==> config.mk <==
export PLATFORM = sky130hd
export DESIGN_NAME = axi4_lite_master_controller_flat
export DESIGN_NICKNAME = d
export VERILOG_FILES = /design/src/rtl/axi4_lite_pkg.sv /design/src/rtl/axi4_lite_master_controller_if.sv /design/src/rtl/axi4_lite_watchdog.sv /design/src/rtl/axi4_lite_master_controller.sv /design/src/flat_wrapper.sv
export SDC_FILE = /design/constraint.sdc
export NUM_CORES = 1
export LEC_CHECK = 0
export BUFFER_PORTS_ARGS = -buffer_cell sky130_fd_sc_hd__buf_2
export CORE_MARGIN = 1
export CORE_UTILIZATION = 45
export CTS_BUF_LIST = sky130_fd_sc_hd__clkbuf_2
export DETAILED_ROUTE_END_ITERATION = 12
export GPL_TIMING_DRIVEN = 0
export PLACE_DENSITY = 0.9
export REMOVE_ABC_BUFFERS = 1
export SYNTH_ARGS = -nofsm -noshare
export SYNTH_HDL_FRONTEND = slang
export SYNTH_SLANG_ARGS = --single-unit
==> constraint.sdc <==
create_clock -name aclk -period 2.3 [get_ports aclk]
set_input_delay 0.345 -clock aclk [delete_from_list [all_inputs] [get_ports aclk]]
set_output_delay 0.345 -clock aclk [all_outputs]
set_load 0.005 [all_outputs]
==> src/rtl/axi4_lite_pkg.sv <==
// Shared AXI4-Lite definitions: response codes, controller state encoding and default widths.
// Used by the master controller and the slave adaptor.
package axi4_lite_pkg;

  localparam int unsigned ADDR_WIDTH_DEF     = 32;
  localparam int unsigned DATA_WIDTH_DEF     = 32;
  localparam int unsigned TIMEOUT_CYCLES_DEF = 256;

  localparam logic [1:0] RESP_OKAY   = 2'b00;
  localparam logic [1:0] RESP_EXOKAY = 2'b01;
  localparam logic [1:0] RESP_SLVERR = 2'b10;
  localparam logic [1:0] RESP_DECERR = 2'b11;

  typedef enum logic [2:0] {
    ST_IDLE,
    ST_WRITE,
    ST_WRESP,
    ST_RADDR,
    ST_RDATA,
    ST_RESP
  } state_t;

endpackage

==> src/rtl/axi4_lite_master_controller_if.sv <==
// AXI4-Lite bus bundle between the master controller and a slave.
// Signal suffixes are from the master's point of view.
interface axi4_lite_master_controller_if #(
  parameter int unsigned ADDR_WIDTH = 32,
  parameter int unsigned DATA_WIDTH = 32
);
  logic [ADDR_WIDTH-1:0]   awaddr_out;
  logic [2:0]              awprot_out;
  logic                    awvalid_out;
  logic                    awready_in;
  logic [DATA_WIDTH-1:0]   wdata_out;
  logic [DATA_WIDTH/8-1:0] wstrb_out;
  logic                    wvalid_out;
  logic                    wready_in;
  logic [1:0]              bresp_in;
  logic                    bvalid_in;
  logic                    bready_out;
  logic [ADDR_WIDTH-1:0]   araddr_out;
  logic [2:0]              arprot_out;
  logic                    arvalid_out;
  logic                    arready_in;
  logic [DATA_WIDTH-1:0]   rdata_in;
  logic [1:0]              rresp_in;
  logic                    rvalid_in;
  logic                    rready_out;

  modport master (
    output awaddr_out, awprot_out, awvalid_out, input awready_in,
    output wdata_out, wstrb_out, wvalid_out, input wready_in,
    input  bresp_in, bvalid_in, output bready_out,
    output araddr_out, arprot_out, arvalid_out, input arready_in,
    input  rdata_in, rresp_in, rvalid_in, output rready_out
  );

  modport slave (
    input  awaddr_out, awprot_out, awvalid_out, output awready_in,
    input  wdata_out, wstrb_out, wvalid_out, output wready_in,
    output bresp_in, bvalid_in, input bready_out,
    input  araddr_out, arprot_out, arvalid_out, output arready_in,
    output rdata_in, rresp_in, rvalid_in, input rready_out
  );
endinterface

==> src/rtl/axi4_lite_watchdog.sv <==
// Handshake watchdog: counts waiting cycles since the last clear and flags
// expiry once TIMEOUT_CYCLES cycles have been spent waiting.
module axi4_lite_watchdog #(
  parameter int unsigned TIMEOUT_CYCLES = 256
) (
  input  logic aclk,
  input  logic aresetn,
  input  logic clear_in,
  input  logic enable_in,
  output logic expired_out
);
  localparam int unsigned CNT_W = $clog2(TIMEOUT_CYCLES + 1);

  logic [CNT_W-1:0] cnt_q, cnt_d;

  // The cycle that observes cnt == TIMEOUT_CYCLES-1 is the last waiting cycle.
  assign expired_out = (32'(cnt_q) == TIMEOUT_CYCLES - 1);

  always_comb begin
    cnt_d = cnt_q;
    if (clear_in) begin
      cnt_d = '0;
    end else if (enable_in && !expired_out) begin
      cnt_d = cnt_q + 1'b1;
    end
  end

  always_ff @(posedge aclk or negedge aresetn) begin
    if (!aresetn) begin
      cnt_q <= '0;
    end else begin
      cnt_q <= cnt_d;
    end
  end
endmodule

==> src/rtl/axi4_lite_master_controller.sv <==
// Single-outstanding AXI4-Lite master: turns one command into AW/W/B or AR/R handshakes.
// Optional hung-slave watchdog enabled by defining AXI4_LITE_TIMEOUT_EN.
module axi4_lite_master_controller
  import axi4_lite_pkg::*;
#(
  parameter int unsigned ADDR_WIDTH     = ADDR_WIDTH_DEF,
  parameter int unsigned DATA_WIDTH     = DATA_WIDTH_DEF,
  parameter int unsigned TIMEOUT_CYCLES = TIMEOUT_CYCLES_DEF
) (
  input  logic                    aclk,
  input  logic                    aresetn,
  input  logic                    cmd_valid_in,
  output logic                    cmd_ready_out,
  input  logic                    cmd_write_in,
  input  logic [ADDR_WIDTH-1:0]   cmd_addr_in,
  input  logic [2:0]              cmd_prot_in,
  input  logic [DATA_WIDTH-1:0]   cmd_wdata_in,
  input  logic [DATA_WIDTH/8-1:0] cmd_wstrb_in,
  output logic                    rsp_valid_out,
  input  logic                    rsp_ready_in,
  output logic                    rsp_write_out,
  output logic [1:0]              rsp_resp_out,
  output logic [DATA_WIDTH-1:0]   rsp_rdata_out,
  output logic                    rsp_timeout_out,
  axi4_lite_master_controller_if.master bus
);

  state_t                  state_q, state_d;
  logic                    ready_en_q, ready_en_d;
  logic [ADDR_WIDTH-1:0]   addr_q, addr_d;
  logic [2:0]              prot_q, prot_d;
  logic [DATA_WIDTH-1:0]   wdata_q, wdata_d;
  logic [DATA_WIDTH/8-1:0] wstrb_q, wstrb_d;
  logic                    write_q, write_d;
  logic                    awvalid_q, awvalid_d;
  logic                    wvalid_q, wvalid_d;
  logic [1:0]              resp_q, resp_d;
  logic [DATA_WIDTH-1:0]   rdata_q, rdata_d;
  logic                    timeout_q, timeout_d;
  logic                    wd_expired;

`ifdef AXI4_LITE_TIMEOUT_EN
  logic wd_clear, wd_enable;

  assign wd_clear  = (state_d != state_q);
  assign wd_enable = (state_q == ST_WRITE) || (state_q == ST_WRESP) ||
                     (state_q == ST_RADDR) || (state_q == ST_RDATA);

  axi4_lite_watchdog #(
    .TIMEOUT_CYCLES (TIMEOUT_CYCLES)
  ) u_watchdog (
    .aclk        (aclk),
    .aresetn     (aresetn),
    .clear_in    (wd_clear),
    .enable_in   (wd_enable),
    .expired_out (wd_expired)
  );
`else
  logic unused_timeout_cfg;
  assign unused_timeout_cfg = (TIMEOUT_CYCLES != 0);
  assign wd_expired         = 1'b0;
`endif

  always_comb begin
    state_d    = state_q;
    ready_en_d = 1'b1;
    addr_d     = addr_q;
    prot_d     = prot_q;
    wdata_d    = wdata_q;
    wstrb_d    = wstrb_q;
    write_d    = write_q;
    awvalid_d  = awvalid_q;
    wvalid_d   = wvalid_q;
    resp_d     = resp_q;
    rdata_d    = rdata_q;
    timeout_d  = timeout_q;

    case (state_q)
      ST_IDLE: begin
        if (cmd_valid_in && ready_en_q) begin
          addr_d    = cmd_addr_in;
          prot_d    = cmd_prot_in;
          wdata_d   = cmd_wdata_in;
          wstrb_d   = cmd_wstrb_in;
          write_d   = cmd_write_in;
          timeout_d = 1'b0;
          if (cmd_write_in) begin
            awvalid_d = 1'b1;
            wvalid_d  = 1'b1;
            state_d   = ST_WRITE;
          end else begin
            state_d   = ST_RADDR;
          end
        end
      end
      ST_WRITE: begin
        // AW and W retire independently; leave once neither is still pending.
        if (awvalid_q && bus.awready_in) awvalid_d = 1'b0;
        if (wvalid_q && bus.wready_in)   wvalid_d  = 1'b0;
        if (!awvalid_d && !wvalid_d)     state_d   = ST_WRESP;
      end
      ST_WRESP: begin
        if (bus.bvalid_in) begin
          resp_d  = bus.bresp_in;
          rdata_d = '0;
          state_d = ST_RESP;
        end
      end
      ST_RADDR: begin
        if (bus.arready_in) state_d = ST_RDATA;
      end
      ST_RDATA: begin
        if (bus.rvalid_in) begin
          resp_d  = bus.rresp_in;
          rdata_d = bus.rdata_in;
          state_d = ST_RESP;
        end
      end
      ST_RESP: begin
        if (rsp_ready_in) state_d = ST_IDLE;
      end
      default: state_d = ST_IDLE;
    endcase

    // Hung-slave abort: drops pending valids, which a compliant master would never do.
    if (wd_expired && (state_q != ST_IDLE) && (state_q != ST_RESP)) begin
      awvalid_d = 1'b0;
      wvalid_d  = 1'b0;
      resp_d    = RESP_DECERR;
      rdata_d   = '0;
      timeout_d = 1'b1;
      state_d   = ST_RESP;
    end
  end

  always_ff @(posedge aclk or negedge aresetn) begin
    if (!aresetn) begin
      state_q    <= ST_IDLE;
      ready_en_q <= 1'b0;
      addr_q     <= '0;
      prot_q     <= '0;
      wdata_q    <= '0;
      wstrb_q    <= '0;
      write_q    <= 1'b0;
      awvalid_q  <= 1'b0;
      wvalid_q   <= 1'b0;
      resp_q     <= RESP_OKAY;
      rdata_q    <= '0;
      timeout_q  <= 1'b0;
    end else begin
      state_q    <= state_d;
      ready_en_q <= ready_en_d;
      addr_q     <= addr_d;
      prot_q     <= prot_d;
      wdata_q    <= wdata_d;
      wstrb_q    <= wstrb_d;
      write_q    <= write_d;
      awvalid_q  <= awvalid_d;
      wvalid_q   <= wvalid_d;
      resp_q     <= resp_d;
      rdata_q    <= rdata_d;
      timeout_q  <= timeout_d;
    end
  end

  // ready_en_q keeps cmd_ready_out low until the first edge after reset release.
  assign cmd_ready_out   = ready_en_q && (state_q == ST_IDLE);
  assign rsp_valid_out   = (state_q == ST_RESP);
  assign rsp_write_out   = write_q;
  assign rsp_resp_out    = resp_q;
  assign rsp_rdata_out   = rdata_q;
  assign rsp_timeout_out = timeout_q;

  assign bus.awaddr_out  = addr_q;
  assign bus.awprot_out  = prot_q;
  assign bus.awvalid_out = awvalid_q;
  assign bus.wdata_out   = wdata_q;
  assign bus.wstrb_out   = wstrb_q;
  assign bus.wvalid_out  = wvalid_q;
  assign bus.bready_out  = (state_q == ST_WRESP);
  assign bus.araddr_out  = addr_q;
  assign bus.arprot_out  = prot_q;
  assign bus.arvalid_out = (state_q == ST_RADDR);
  assign bus.rready_out  = (state_q == ST_RDATA);

endmodule

==> src/flat_wrapper.sv <==
// flat-port wrapper written by rule: the top's interface ports become plain ports
module axi4_lite_master_controller_flat import axi4_lite_pkg::*;
#(
  parameter int unsigned ADDR_WIDTH     = ADDR_WIDTH_DEF,
  parameter int unsigned DATA_WIDTH     = DATA_WIDTH_DEF,
  parameter int unsigned TIMEOUT_CYCLES = TIMEOUT_CYCLES_DEF
)
  (aclk, aresetn, cmd_valid_in, cmd_ready_out, cmd_write_in, cmd_addr_in, cmd_prot_in, cmd_wdata_in, cmd_wstrb_in, rsp_valid_out, rsp_ready_in, rsp_write_out, rsp_resp_out, rsp_rdata_out, rsp_timeout_out, bus_awaddr_out, bus_awprot_out, bus_awvalid_out, bus_awready_in, bus_wdata_out, bus_wstrb_out, bus_wvalid_out, bus_wready_in, bus_bresp_in, bus_bvalid_in, bus_bready_out, bus_araddr_out, bus_arprot_out, bus_arvalid_out, bus_arready_in, bus_rdata_in, bus_rresp_in, bus_rvalid_in, bus_rready_out);
  axi4_lite_master_controller_if #(.ADDR_WIDTH(ADDR_WIDTH), .DATA_WIDTH(DATA_WIDTH)) bus_i ();
  input  logic aclk;
  input  logic aresetn;
  input  logic cmd_valid_in;
  output logic cmd_ready_out;
  input  logic cmd_write_in;
  input  logic [ADDR_WIDTH-1:0] cmd_addr_in;
  input  logic [2:0] cmd_prot_in;
  input  logic [DATA_WIDTH-1:0] cmd_wdata_in;
  input  logic [DATA_WIDTH/8-1:0] cmd_wstrb_in;
  output logic rsp_valid_out;
  input  logic rsp_ready_in;
  output logic rsp_write_out;
  output logic [1:0] rsp_resp_out;
  output logic [DATA_WIDTH-1:0] rsp_rdata_out;
  output logic rsp_timeout_out;
  output wire logic [$bits(bus_i.awaddr_out)-1:0] bus_awaddr_out;
  output wire logic [$bits(bus_i.awprot_out)-1:0] bus_awprot_out;
  output wire logic [$bits(bus_i.awvalid_out)-1:0] bus_awvalid_out;
  input wire logic [$bits(bus_i.awready_in)-1:0] bus_awready_in;
  output wire logic [$bits(bus_i.wdata_out)-1:0] bus_wdata_out;
  output wire logic [$bits(bus_i.wstrb_out)-1:0] bus_wstrb_out;
  output wire logic [$bits(bus_i.wvalid_out)-1:0] bus_wvalid_out;
  input wire logic [$bits(bus_i.wready_in)-1:0] bus_wready_in;
  input wire logic [$bits(bus_i.bresp_in)-1:0] bus_bresp_in;
  input wire logic [$bits(bus_i.bvalid_in)-1:0] bus_bvalid_in;
  output wire logic [$bits(bus_i.bready_out)-1:0] bus_bready_out;
  output wire logic [$bits(bus_i.araddr_out)-1:0] bus_araddr_out;
  output wire logic [$bits(bus_i.arprot_out)-1:0] bus_arprot_out;
  output wire logic [$bits(bus_i.arvalid_out)-1:0] bus_arvalid_out;
  input wire logic [$bits(bus_i.arready_in)-1:0] bus_arready_in;
  input wire logic [$bits(bus_i.rdata_in)-1:0] bus_rdata_in;
  input wire logic [$bits(bus_i.rresp_in)-1:0] bus_rresp_in;
  input wire logic [$bits(bus_i.rvalid_in)-1:0] bus_rvalid_in;
  output wire logic [$bits(bus_i.rready_out)-1:0] bus_rready_out;
  assign bus_awaddr_out = bus_i.awaddr_out;
  assign bus_awprot_out = bus_i.awprot_out;
  assign bus_awvalid_out = bus_i.awvalid_out;
  assign bus_i.awready_in = bus_awready_in;
  assign bus_wdata_out = bus_i.wdata_out;
  assign bus_wstrb_out = bus_i.wstrb_out;
  assign bus_wvalid_out = bus_i.wvalid_out;
  assign bus_i.wready_in = bus_wready_in;
  assign bus_i.bresp_in = bus_bresp_in;
  assign bus_i.bvalid_in = bus_bvalid_in;
  assign bus_bready_out = bus_i.bready_out;
  assign bus_araddr_out = bus_i.araddr_out;
  assign bus_arprot_out = bus_i.arprot_out;
  assign bus_arvalid_out = bus_i.arvalid_out;
  assign bus_i.arready_in = bus_arready_in;
  assign bus_i.rdata_in = bus_rdata_in;
  assign bus_i.rresp_in = bus_rresp_in;
  assign bus_i.rvalid_in = bus_rvalid_in;
  assign bus_rready_out = bus_i.rready_out;
  axi4_lite_master_controller #(.ADDR_WIDTH(ADDR_WIDTH), .DATA_WIDTH(DATA_WIDTH), .TIMEOUT_CYCLES(TIMEOUT_CYCLES)) u_core (.aclk(aclk), .aresetn(aresetn), .cmd_valid_in(cmd_valid_in), .cmd_ready_out(cmd_ready_out), .cmd_write_in(cmd_write_in), .cmd_addr_in(cmd_addr_in), .cmd_prot_in(cmd_prot_in), .cmd_wdata_in(cmd_wdata_in), .cmd_wstrb_in(cmd_wstrb_in), .rsp_valid_out(rsp_valid_out), .rsp_ready_in(rsp_ready_in), .rsp_write_out(rsp_write_out), .rsp_resp_out(rsp_resp_out), .rsp_rdata_out(rsp_rdata_out), .rsp_timeout_out(rsp_timeout_out), .bus(bus_i));
endmodule
==> flow_summary.yaml <==
run_status:
  outcome: "finished, final reports clean"
global_route:
  grt_pass1_wl_mm: 19.8
  grt_remaining_overflow: 0
  grt_max_degree: 69
  track_usage_pct: 25.2
  grt_pass1_vias: 3985
  antenna_found_initial: 0
routing:
  avgViaCountPerCell: 4.87
  postRouteAntennaNets: 0
  dr.pass1.iters: 6
  avgRoutedWirePerCell_um: 17.2
  drt-initial-drc-count: 86
  drc: 0
  via_count: 3841
  wl_mm: 13.6
timing:
  setup-violations-final: 0
  skew_ns: 0.0424
  final_hold_viol_count: 0
  holdWs_ns: 0.0655
  rsz0062_at_grt: "no"
  worst_slew_pin_slew_ns: 0.896
  fmax_ghz: 0.454
  finalMaxSlewViolations: 0
  fin_crit_sh_pct: 95.7
  max-slew-margin-rel_pct: 40.1
  min_period_ns: 2.20
place:
  dp_hpwl_mm: 8.16
  gp_congestion: 0.716
  placed_cell_area_sq_mm: 0.00584
  port_buffers: 264
clocking:
  clock_path_buffers: 2
  cts_num_sinks: 112
  clock-root-buffer: "clkbuf_2"
  cts.clk_slew.worst_paths_ns: 0.31
  cts_tree: "built"
  cts_buffers: 9
  h-tree-depth: 3
  clk_latency_ns: 0.59
setup_path:
  slowest_delay_ns: 0.54
  cp_cell_sequence: "or2_1 -> nor3_4 -> buf_16 -> buf_16 -> buf_16 -> mux2_2"
  path_max_fanout: 22
  critPathSlowestCell: "dfrtp_2"
  cpMostUsedCell: "buf_16"
  r2r_start: "u_core.state_q[0]$_DFFE_PN0P_"
  required_ns: 2.78
  setup.worst_path.start: "u_core.state_q[0]$_DFFE_PN0P_"
  critPathKind: "reg2reg"
  crit_path_start_kind: "register"
  crit_arrival_ns: 2.69
  critical_path.endpoint_type: "register"
floorplanning:
  core_area_sq_mm: 0.00986
  die_x_um: 103
  rows: 36
  io_pins: 266
  initial_core_util_pct: 46.8
  dieArea_sq_mm: 0.0107
  die-height_um: 103
cells_and_area:
  nNetsFinal: 768
  diodes: 0
  postLayoutCoreUtil_pct: 72.0
  fin_area_sq_mm: 0.00710
  drive_gt1_share_pct: 48.0
  area_delta_synth_final_pct: 53.9
synthesis:
  synthCells: 312
  synthTopCellsByArea: "dfrtp_1, mux2_1, a22o_1, buf_4, mux2_2"
  syn_avg_cell_area_sq_um: 14.8
  synth_area_sq_mm: 0.00462
  yosysTopAreaCell: "dfrtp_1"
  ys_seq_area_share_pct: 60.7
  synth_seq_cells: 112
  ys_types: 31
  synth_top_area_share_pct: 60.7
  yosys_warnings: 0
hold_path:
  hold_path_class: "in2reg"
  hold_start: "bus_wready_in"
flow_run:
  cap_violations: 0
power:
  irDropWorstVdd_mv: 0.825
  leakage_nw: 3.62
  power_density_mw_per_mm2: 1120
-- through the flow --
stage	setup WS [ns]	TNS [ns]	power, mW	instances
after floorplan	-2.04	-146.14	4.82	259
after global placement	-3.27	-262.49	6.32	656
after detailed placement	-0.289	-8.29	6.62	662
after CTS	0.0252	0	7.78	786
after global routing	0.00537	0	8.51	789
final	0.0988	0	7.95	789
-- cells in the mapped netlist --
library cell,number
a31oi_1,1
nor3b_2,1
dfrtp_1,112
and3_1,1
mux2_2,16
buf_6,9
and2_1,1
nor4b_2,2
mux2_1,59
nor2b_1,3
nor2_1,2
o21ai_2,1
nor3_1,2
mux2i_1,2
o21ai_0,1
nand2_1,4
a21oi_1,2
nor4bb_1,1
nor2_2,1
inv_1,2
nor3_2,2
nand3_1,2
a41o_1,1
nor3b_1,2
or2_1,1
a211oi_1,1
a22o_1,34
buf_4,38
conb_1,2
clkbuf_1,2
buf_2,4
-- area by class of cell --
| cell class | instances | area (sq um) |
|---|---|---|
| sequential | 112 | 2810 |
| timing repair buffer | 381 | 2560 |
| multi-input combinational | 145 | 1420 |
| clock buffer | 9 | 45.0 |
| tap | 133 | 166 |
| clock inverter | 7 | 96.3 |
| inverter | 2 | 7.51 |
| fill | 592 | 2760 |
-- flip-flops by register name, indices dropped and copies added, names as in the netlist, 2 cells and up --
register               count
u_core.bus.araddr_out     32
u_core.bus.wdata_out      32
u_core.rsp_rdata_out      32
u_core.bus.wstrb_out       4
u_core.bus.arprot_out      3
u_core.state_q             3
u_core.rsp_resp_out        2
-- layer usage --
layer | track usage, % | part of all wire, %
met4 | 13.2 | 2.8
met3 | 5.58 | 6.1
met2 | 45.6 | 54
met5 | 0 | 0
met1 | 27.6 | 37
-- logic make-up (layout without fill, tap and decap cells) --
| family | after synthesis | count (layout) | synth area share [%] |
|---|---|---|---|
| flip-flops | 112 | 112 | 60.7 |
| multiplexers | 77 | 77 | 18.7 |
| AND/OR/NAND/NOR | 25 | 25 | 3.77 |
| other | 2 | 2 | 0.163 |
| buffers and inverters | 55 | 399 | 9.14 |
| AO/OA/AOI/OAI | 41 | 41 | 7.48 |
-- worst paths after layout --
| check | slack [ns] | cells after the start | endpoint |
|---|---|---|---|
| max | 0.1 | 6 | u_core.bus.araddr_out[19]$_DFFE_PN0P_ |
| min | 0.07 | 3 | u_core.bus.wvalid_out$_DFFE_PN0P_ |
| max reg2reg | 0.1 | 6 | u_core.bus.araddr_out[19]$_DFFE_PN0P_ |
| min reg2reg | 0.52 | 1 | u_core.bus.wdata_out[3]$_DFFE_PN0P_ |
| max in group asynchronous | 1.30 | 3 | u_core.rsp_rdata_out[2]$_DFFE_PN0P_ |
| min in group asynchronous | 0.28 | 2 | u_core.bus.wdata_out[2]$_DFFE_PN0P_ |
-- placed cells by master, fill, tap and decap left out, types with 3 or more instances in the layout --
cell type / n
buf_16: 4
dfrtp_1: 109
buf_2: 263
dfrtp_2: 3
nand2_1: 4
mux2_2: 16
buf_4: 5
mux2_1: 59
dlygate4sd3_1: 107
nor2b_1: 3
a22o_1: 34
clkbuf_2: 9
-- where the power goes --
part | total, mW | internal (mW) | switching [mW]
registers | 3.56 | 2.87 | 0.684
clock network | 1.02 | 0.359 | 0.656
logic | 3.37 | 1.89 | 1.48
-- critical path, delay by kind of cell (launching register included) --
kind	cells	cell delay (ns)
DFF	1	0.54
buffers and inverters	3	0.56
muxes	1	0.37
and+or+nand+nor	2	0.62
-- repair_timing --
item / in CTS / in global routing
endpoints found under the hold margin: 151 / 0
buffers inserted: 1 / 3
pin swaps: 1 / 0
endpoints found under the setup margin: 86 / 4
gates resized for setup: 4 / 1
hold buffers: 107 / 0
(Power assumes the default switching activity.)
